`config.mk`:
```
export PLATFORM = sky130hd
export DESIGN_NAME = one_detect_scheduler
export DESIGN_NICKNAME = d
export VERILOG_FILES = /design/src/rtl/one_detect_scheduler.sv
export SDC_FILE = /design/constraint.sdc
export NUM_CORES = 1
export LEC_CHECK = 0
export CORE_MARGIN = 2
export CORE_UTILIZATION = 31
export DETAILED_ROUTE_END_ITERATION = 8
export PLACE_DENSITY = 0.59
export SYNTH_ARGS = -nofsm -noshare
export SYNTH_HDL_FRONTEND = slang
export SYNTH_SLANG_ARGS = --single-unit
```
`constraint.sdc`:
```
create_clock -name clk -period 3.3 [get_ports clk]
set_input_delay 0.33 -clock clk [delete_from_list [all_inputs] [get_ports clk]]
set_output_delay 0.33 -clock clk [all_outputs]
set_load 0.05 [all_outputs]
```
`src/rtl/one_detect_scheduler.sv`:
```
// one_detect_scheduler
// Runs one CHUNK_W-bit OR-reduction over a NUM_CHUNKS*CHUNK_W-bit word,
// one chunk per cycle. It accumulates three results:
//   - whether any bit of the word is set
//   - the index of the first nonzero chunk
//   - the number of nonzero chunks
//
// Ports:
//   clk, rst             clock; synchronous active-high reset
//   in_valid/in_ready    input word handshake; in_data holds the word
//   out_valid/out_ready  result handshake
//   out_any              any bit of the word was 1
//   out_first            lowest nonzero chunk index (0 if none)
//   out_count            number of nonzero chunks
//   busy                 high while scanning or holding a result
module one_detect_scheduler #(
  parameter int CHUNK_W    = 64,
  parameter int NUM_CHUNKS = 4,
  parameter int IDX_W      = $clog2(NUM_CHUNKS),
  parameter int CNT_W      = $clog2(NUM_CHUNKS + 1)
) (
  input  logic                          clk,
  input  logic                          rst,
  input  logic                          in_valid,
  output logic                          in_ready,
  input  logic [NUM_CHUNKS*CHUNK_W-1:0] in_data,
  output logic                          out_valid,
  input  logic                          out_ready,
  output logic                          out_any,
  output logic [IDX_W-1:0]              out_first,
  output logic [CNT_W-1:0]              out_count,
  output logic                          busy
);

  typedef enum logic [1:0] {IDLE, SCAN, DONE} state_t;

  localparam logic [IDX_W-1:0] LAST_IDX = IDX_W'(NUM_CHUNKS - 1);

  state_t                          state_q, state_d;
  logic [NUM_CHUNKS*CHUNK_W-1:0]   word_q, word_d;
  logic [IDX_W-1:0]                idx_q, idx_d;
  logic                            any_q, any_d;
  logic [IDX_W-1:0]                first_q, first_d;
  logic [CNT_W-1:0]                count_q, count_d;

  logic [CHUNK_W-1:0]              chunk;
  logic                            hit;

  // The single shared one-detector
  assign chunk = word_q[idx_q*CHUNK_W +: CHUNK_W];
  assign hit   = |chunk;

  assign in_ready  = (state_q == IDLE) && !rst;
  assign out_valid = (state_q == DONE);
  assign busy      = (state_q != IDLE);
  assign out_any   = any_q;
  assign out_first = first_q;
  assign out_count = count_q;

  always_comb begin
    state_d = state_q;
    word_d  = word_q;
    idx_d   = idx_q;
    any_d   = any_q;
    first_d = first_q;
    count_d = count_q;
    case (state_q)
      IDLE: begin
        if (in_valid) begin
          word_d  = in_data;
          idx_d   = '0;
          any_d   = 1'b0;
          first_d = '0;
          count_d = '0;
          state_d = SCAN;
        end
      end
      SCAN: begin
        if (hit) begin
          count_d = count_q + CNT_W'(1);
          if (!any_q) begin
            first_d = idx_q;
            any_d   = 1'b1;
          end
        end
        // Index wraps after the last chunk; it is cleared on the next accept
        idx_d = idx_q + IDX_W'(1);
        if (idx_q == LAST_IDX) state_d = DONE;
      end
      DONE: begin
        if (out_ready) state_d = IDLE;
      end
      default: state_d = IDLE;
    endcase
  end

  always_ff @(posedge clk) begin
    if (rst) begin
      state_q <= IDLE;
      word_q  <= '0;
      idx_q   <= '0;
      any_q   <= 1'b0;
      first_q <= '0;
      count_q <= '0;
    end else begin
      state_q <= state_d;
      word_q  <= word_d;
      idx_q   <= idx_d;
      any_q   <= any_d;
      first_q <= first_d;
      count_q <= count_d;
    end
  end

endmodule

```
### Word-level counts from Yosys, hierarchy flattened

Index checks and enable logic that the tools add are counted.

* output and inout bits: 9
* word-level logic and storage cells: 43
* bits in read-only memories: 0
* memory bits (writable): 0
* bits in latches: 0
* flip-flop bits (word level): 266
* memories: 0
* input bits: 260

* multipliers: 0
* reduce and logical (&&, ||, !) cells: 11
* magnitude comparators: 0
* eq/ne operators: 8
* bitwise gates (word level): 0
* add/subtract/negate cells: 2
* shift-type cells: 1
* div/mod/pow operators: 0
* multiplexer cells: 15

Operators with widths (count)
* 256-bit by 9-bit variable part select with 64-bit output: 1
* 64-bit OR reduction: 1
* 2-bit 2-to-1 mux: 6
* 2-bit inequality test, second input constant: 4
* 2-bit one-hot mux with 2 select lines: 2
* 3-bit 2-to-1 mux: 2
* 2-bit one-hot mux with 3 select lines: 1
* 3-bit one-hot mux with 2 select lines: 1
* 3-bit AND reduction: 2
* 2-bit == test, second input constant: 2
* 2-bit AND reduction: 2
* 4-bit AND reduction: 1
* 2-bit nonzero test: 2
* 3-bit by 1-bit adder with 3-bit output, second input constant: 1
* 2-bit by 1-bit adder with 2-bit output, second input constant: 1
* 2-bit by 1-bit == test with 1-bit output, second input constant: 1
* 2-bit logical NOT: 1
* 1-bit 2-to-1 mux: 2
* 2-bit by 1-bit inequality test with 1-bit output, second input constant: 1
* 1-bit one-hot mux with 2 select lines: 1
* 1-bit logical AND: 1
* 1-bit logical NOT: 1

### Depth between registers and ports, before layout

Gate-level depths: netlist (run 1).

* word-level depth: 4
* depth in mapped cells: 7
* gate-level depth less buffers: 6

### Worst setup path after synthesis (run 1)

Ideal clock, no wire load.

* path kind: register -> output
* start point: reg state_q[1]
* end point: out in_ready
* setup slack: 1.566 ns
* cell stages (with the launch flop): 4
* arrival time: 1.404 ns
* required time: 2.970 ns
* cells stage by stage: dfxtp_1 -> nor2_1 -> inv_1 -> nor2_1

* cells in the longest elaborated chain, start to end: 2

RTL lines
* from (decl): RTL line 39 `state_t state_q, state_d;`
* from (signal assigned): RTL line 106 `state_q <= state_d;`
* 2-bit logical NOT: RTL line 53 `assign in_ready = (state_q == IDLE) && !rst;`
* 1-bit logical AND: RTL line 53
* to (decl): RTL line 25 `output logic in_ready,`

Every way passes these cells.

### Worst setup path after layout (run 1)

Ends and elaborated chain as after synthesis.

==> impl_results.md, run 1 <==
- Synth Area in Compound Gates: 0.1415
- Ports: 269
- Post-cts sizing count: 0
- Syn nets: 1536
- Synth Area per Inst: 7.700 sq um
- Fillers: 3118
- Final HPWL DP: 19630 um
- Result of the run: finished clean
- Clock Power Share: 0.438
- Post-Syn Instances: 1274
- Initial Util: 0.3125
- Nets: 1758
- HP Class: primary input to flip-flop
- Slew Limit Fails: 0
- GRT overflow: 0
- Vias in the first global route: 8612
- Die H: 181.9 um
- Synth Area in Simple Gates: 0.2730
- Tightest hold margin: 295.2 ps
- Placed Instances: 1866
- Worst R2R Start: idx_q[0]$_SDFFE_PP0P_
- Xor and xnor area share after synthesis: 0
- Synth warnings: 0
- Synth area leader: dfxtp_1
- Largest net degree at the start of global routing: 110
- Layout cells sized above 1: 0.04477
- Reg2Reg Setup Slack: 920 ps
- Critical path origin: state_q[1]$_SDFFE_PP0P_
- Power per Cell Area: 574.9 nW/um^2
- Routed len/inst: 14.75 um
- Post-CTS Hold Buffers: 0
- Switching Share: 0.2368
- Reg2Reg Depth: 6
- Pleak: 5.138 nW
- GPL Wtd Cong: 0.7681
- Max Cap Violations: 0
- DRC violations left: 0
- Number of synthesized flops with an enable pin: 0
- Row cnt: 65
- Total Routing Usage GR: 0.1647
- Post-route clock period utilization: 0.7693
- Synth area leaders: dfxtp_1 (54%), nand2_1 (20%), a21oi_1 (13%)
- Pre-CTS WS: 895.1 ps
- Setup Viol. Count Final: 0
- Sequential-to-total area share from yosys stat: 0.5429
- Detailed Routing Iterations Pass 1: 5
- Initial antenna violation count: 4
- Peak supply drop: 0.3515 mV
- Clock transition at path regs: 60 ps
- Drt via density: 4.717
- Worst EP required: 2970 ps
- Largest family of logic cells by synthesized area: simple AND/OR/NAND/NOR gates
- Layout Skew: 11.67 ps
- Main synth FF type: dfxtp_1
- Mux share of post-synthesis cell area: 0.003061
- Slew headroom: 0.4440
- CP Launch Type: flip-flop
- Synth Cell Area: 9809 sq um
- Worst Setup EP: in_ready
- Reg power frac: 0.441
- Critical path class: flip-flop to output pin
- Reg-to-reg endpoint: out_count[2]$_SDFFE_PP0P_
- Post-route insts no fill: 1922
- Hold Fails Final Rpt: 0
- H-Tree Depth: 1
- Finished Cell Area: 13870 sq um
- Min Tclk post-route: 2539 ps
- Comb power frac: 0.121
- Post-Route WL: 28350 um
- Post-layout util: 0.4419
- Crit Path Max Fanout: 4
- Area growth syn-to-layout: 41.43%
- Slew @ Worst Pin: 833.9 ps
- Clock tree buffer depth: 3
- Cts bufs inserted: 30
- Worst-skew pair later-pin latency: 550 ps
- Final setup TNS: 0 ps
- Crit. End Element: output pin
- Ys async rst share: 0
- CTS root buf: clkbuf_16
- Number of buffers added on ports: 268
- Multi-input gate area: 4130 sq um
- Sink Count: 266
- CTS tree: built
- Worst setup margin: 761.4 ps
- Placed Area: 12800 sq um
- Core area: 31390 sq um
- Achievable Freq: 393.9 MHz
- Synth Area in Adders: 0.002551
- CP arrival: 2210 ps
- Vias: 9066
- Register bit total from synthesis: 266
- Die area: 33080 sq um
- Yosys top cell area share: 0.5429
- Register area: 5325 sq um
- Internal power: 6.087 mW
- Design Power: 7.976 mW
- Die Wd: 181.9 um
- Net load switching power: 1.889 mW
- Final ANT Viol Nets: 0
- Post-CTS Setup Bufs: 0
- Synth cell types: 34
- First-pass GRT wire length: 44580 um
- RSZ-0062 raised after global routing: false
- Detailed router's first-iteration violation count: 483
layout make-up:
class                   count  share of cell area
diodes                      1           0.0001804
clock buffers              47             0.06818
clock inverters             8            0.008658
inverters                   4            0.001082
multi-input cells         915              0.2977
flip-flops and latches    266              0.3838
well taps                 402             0.03626
repair buffers            279              0.2041
routing by layer:
metal,track usage,share of wire
met1,0.2222,0.47
met2,0.2677,0.45
met3,0.03369,0.051
met4,0.04581,0.026
met5,0,0.0010
worst max-delay path, cell delays in order, from the launching register on:
cell	delay, ps
dfxtp_1	320
nor2_1	320
inv_1	100
nor2_1	110
clkdlybuf4s50_1	810
Yosys cell counts, types with 2 or more instances:
cell      number
nand2_1      519
dfxtp_1      266
a21oi_1      261
clkbuf_1      76
nor4_1        55
nor2_1        17
nand4_1       13
nor3_1        11
buf_1          6
buf_2          6
nand3_1        6
nor4b_1        5
inv_1          4
mux2i_1        3
ha_1           2
nand2b_1       2
nand3b_1       2
nor2b_1        2
o311ai_0       2
or3_1          2
cell usage in the layout, fill, tap and decap left out, drive strengths merged, types with 4 or more instances in the layout:
cell type	n
nor3	11
nor2	17
nand4	13
nand3	6
nand2	519
clkbuf	48
nor4b	5
clkdlybuf4s50	267
buf	11
inv	4
a21oi	261
nor4	56
dfxtp	266
power groups by stage:
stage / Clock (mW) / Sequential (mW) / Combinational, mW
2_1_floorplan: 0 / 3.56 / 0.503
3_3_place_gp: 0 / 3.58 / 0.972
3_5_place_dp: 0 / 3.58 / 0.979
4_1_cts: 3.59 / 3.51 / 0.984
5_1_grt: 3.72 / 3.54 / 1.08
6_report: 3.49 / 3.51 / 0.967
logic make-up (layout without fill, tap and decap cells):
logic type / after synthesis / after routing
compound gates: 270 / 270
flops: 266 / 266
fa+ha+maj: 2 / 2
mux: 3 / 3
buf+inv: 93 / 338
simple gates: 640 / 640
other cells: 0 / 1
registers in the layout, summed over array words and instances, names as in the netlist:
name and cells:
out_first 2, state_q 2, out_any 1, out_count 3
word_q 256, idx_q 2
how the worst min path moves through the flow:
stage	cells after the start	start	endpoint	slack, ps
after global routing	2	rst	state_q[0]$_SDFFE_PP0P_	310
after detailed placement	2	word_q[18]$_SDFFE_PP0P_	word_q[18]$_SDFFE_PP0P_	440
after global placement	2	word_q[158]$_SDFFE_PP0P_	word_q[158]$_SDFFE_PP0P_	440
after CTS	2	rst	idx_q[0]$_SDFFE_PP0P_	270
final	2	rst	word_q[230]$_SDFFE_PP0P_	300
after floorplan	2	word_q[158]$_SDFFE_PP0P_	word_q[158]$_SDFFE_PP0P_	430
Power figures use the tool's default switching activity.
==> run 2: changes to the inputs <==
Clock period 3.3 ns to 2.4 ns, I/O delays scaled along.
==> run 2 against run 1 <==
Against the previous run: clock power grew 32%; sequential share of layout area fell by 0.23 points; power grew 36%; register-to-register slack worse by 700 ps; sequential power is 38% higher; setup slack got worse by 570 ps; largest cell class unchanged.
==> impl_results.md, run 2 (synthesized netlist as in run 1, its figures left out) <==
- Multi-input gate area: 4135 sq um
- Slew headroom: 0.5927
- Layout cells sized above 1: 0.05105
- Drt via density: 4.768
- Max reg flops: 256
- Sink Count: 266
- Clock transition at path regs: 60 ps
- HP Class: primary input to flip-flop
- Min Tclk post-route: 2212 ps
- Finished Cell Area: 13960 sq um
- Post-cts sizing count: 0
- Post-CTS Setup Bufs: 0
- DRC violations left: 0
- Number of buffers added on ports: 268
- Hold Fails Final Rpt: 0
- RSZ-0062 raised after global routing: false
- Diode count: 0
- Slew Limit Fails: 0
- Crit. End Element: output pin
- Worst-skew pair later-pin latency: 540 ps
- Result of the run: finished clean
- Clock tree buffer depth: 3
- Buf+Inv Stages, Crit Path: 2
- Detailed Routing Iterations Pass 1: 5
- Power per Cell Area: 774.5 nW/um^2
- CP top delay family: buffers and inverters
- Critical-path cell list: nor2_1 -> inv_1 -> clkdlybuf4s50_1
- Slew @ Worst Pin: 605.4 ps
- Largest net degree at the start of global routing: 102
- Worst path max stage delay: 720 ps
- Final HPWL DP: 20310 um
- Post-CTS Hold Buffers: 0
- CP Launch Type: flip-flop
- Worst EP required: 2160 ps
- Max Cap Violations: 0
- Placed Area: 12970 sq um
- Core area: 31390 sq um
- Area growth syn-to-layout: 42.28%
- Cts bufs inserted: 29
- Ports: 269
- Achievable Freq: 452.1 MHz
- Vias: 9202
- Crit Path Max Fanout: 4
- Setup Viol. Count Final: 0
- Die Wd: 181.9 um
- GPL Wtd Cong: 0.8048
- Pleak: 5.196 nW
- CTS root buf: clkbuf_16
- GRT overflow: 0
- Initial Util: 0.3125
- Nets: 1769
- H-Tree Depth: 1
- Post-Route WL: 28490 um
- CP arrival: 1970 ps
- Register area: 5325 sq um
- Most flops, register: word_q
- Routed len/inst: 14.76 um
- Total Routing Usage GR: 0.1669
- Row cnt: 65
- Layout Skew: 15.37 ps
- Commonest non-fill, non-tap cell in the layout: nand2_1
- Final setup TNS: 0 ps
- Slowest stage cell, crit path: clkdlybuf4s50_1
- Die H: 181.9 um
- Initial antenna violation count: 2
- Die area: 33080 sq um
- First-pass GRT wire length: 45280 um
- Vias in the first global route: 8908
- Fillers: 3157
- Final ANT Viol Nets: 0
- Detailed router's first-iteration violation count: 406
- CTS tree: built
- Most frequent cells in the layout: nand2_1 (518), dfxtp_1 (266), clkdlybuf4s50_1 (266)
- Post-route clock period utilization: 0.9215
- Peak supply drop: 0.4669 mV
- Critical path class: flip-flop to output pin
==> run 2: cell types whose count changed in the layout (fill, tap and decap cells not counted), sizes merged <==
cell,previous run,this run
buf,11,24
clkbuf,48,39
clkinv,3,9
bufinv,3,5
clkinvlp,2,0
clkdlybuf4s50,267,266
diode,1,0
==> run 2: final timing paths <==
| path | startpoint | end | slack, ps | cells after the start |
|---|---|---|---|---|
| worst max register to register | idx_q[0]$_SDFFE_PP0P_ | out_count[2]$_SDFFE_PP0P_ | 220 | 6 |
| worst max-delay path | state_q[1]$_SDFFE_PP0P_ | busy | 190 | 3 |
| worst min register to register | word_q[156]$_SDFFE_PP0P_ | word_q[156]$_SDFFE_PP0P_ | 450 | 2 |
| worst min-delay path | rst | word_q[225]$_SDFFE_PP0P_ | 160 | 2 |
==> run 2: area by class of cell <==
class	count	share of cell area
Clock buffer	38	0.05657
Clock inverter	14	0.01398
Inverter	4	0.001076
Multi-Input combinational cell	915	0.2963
Sequential cell	266	0.3815
Tap cell	402	0.03604
Timing Repair Buffer	291	0.2145
==> run 2: metal layers <==
layer | up-vias | wire length (um) | global-route usage
li1 | 4719 | - | -
met1 | 4228 | 12670 | 0.2165
met2 | 213 | 13440 | 0.2823
met3 | 38 | 1754 | 0.03851
met4 | 4 | 590 | 0.03871
met5 | - | 30 | 0
==> run 2: worst register-to-register path, stage by stage, from the launching register on <==
cell and delay [ps]:
dfxtp_1 480, nor4b_1 430, nand4_1 140, nor3_1 350, o22a_1 320, nor4_1 80
a211o_1 270
==> run 2: per-stage QoR <==
step	utilization	worst slack [ps]	hold WS [ps]	cells	total power [mW]
2_1_floorplan	-	689.1	376.0	1274	5.590
3_3_place_gp	0.4131	144.6	438.3	1878	6.312
3_5_place_dp	0.4131	118.1	445.2	1878	6.331
4_1_cts	0.4444	82.70	142.8	1930	10.96
5_1_grt	0.4446	8.655	162.2	1930	11.31
6_report	0.4446	188.3	157.6	1930	10.81
==> run 2: report_power, final <==
part | total [mW] | internal (mW) | switching [mW]
registers | 4.83 | 4.69 | 0.140
logic | 1.39 | 0.714 | 0.677
clock network | 4.59 | 2.84 | 1.76
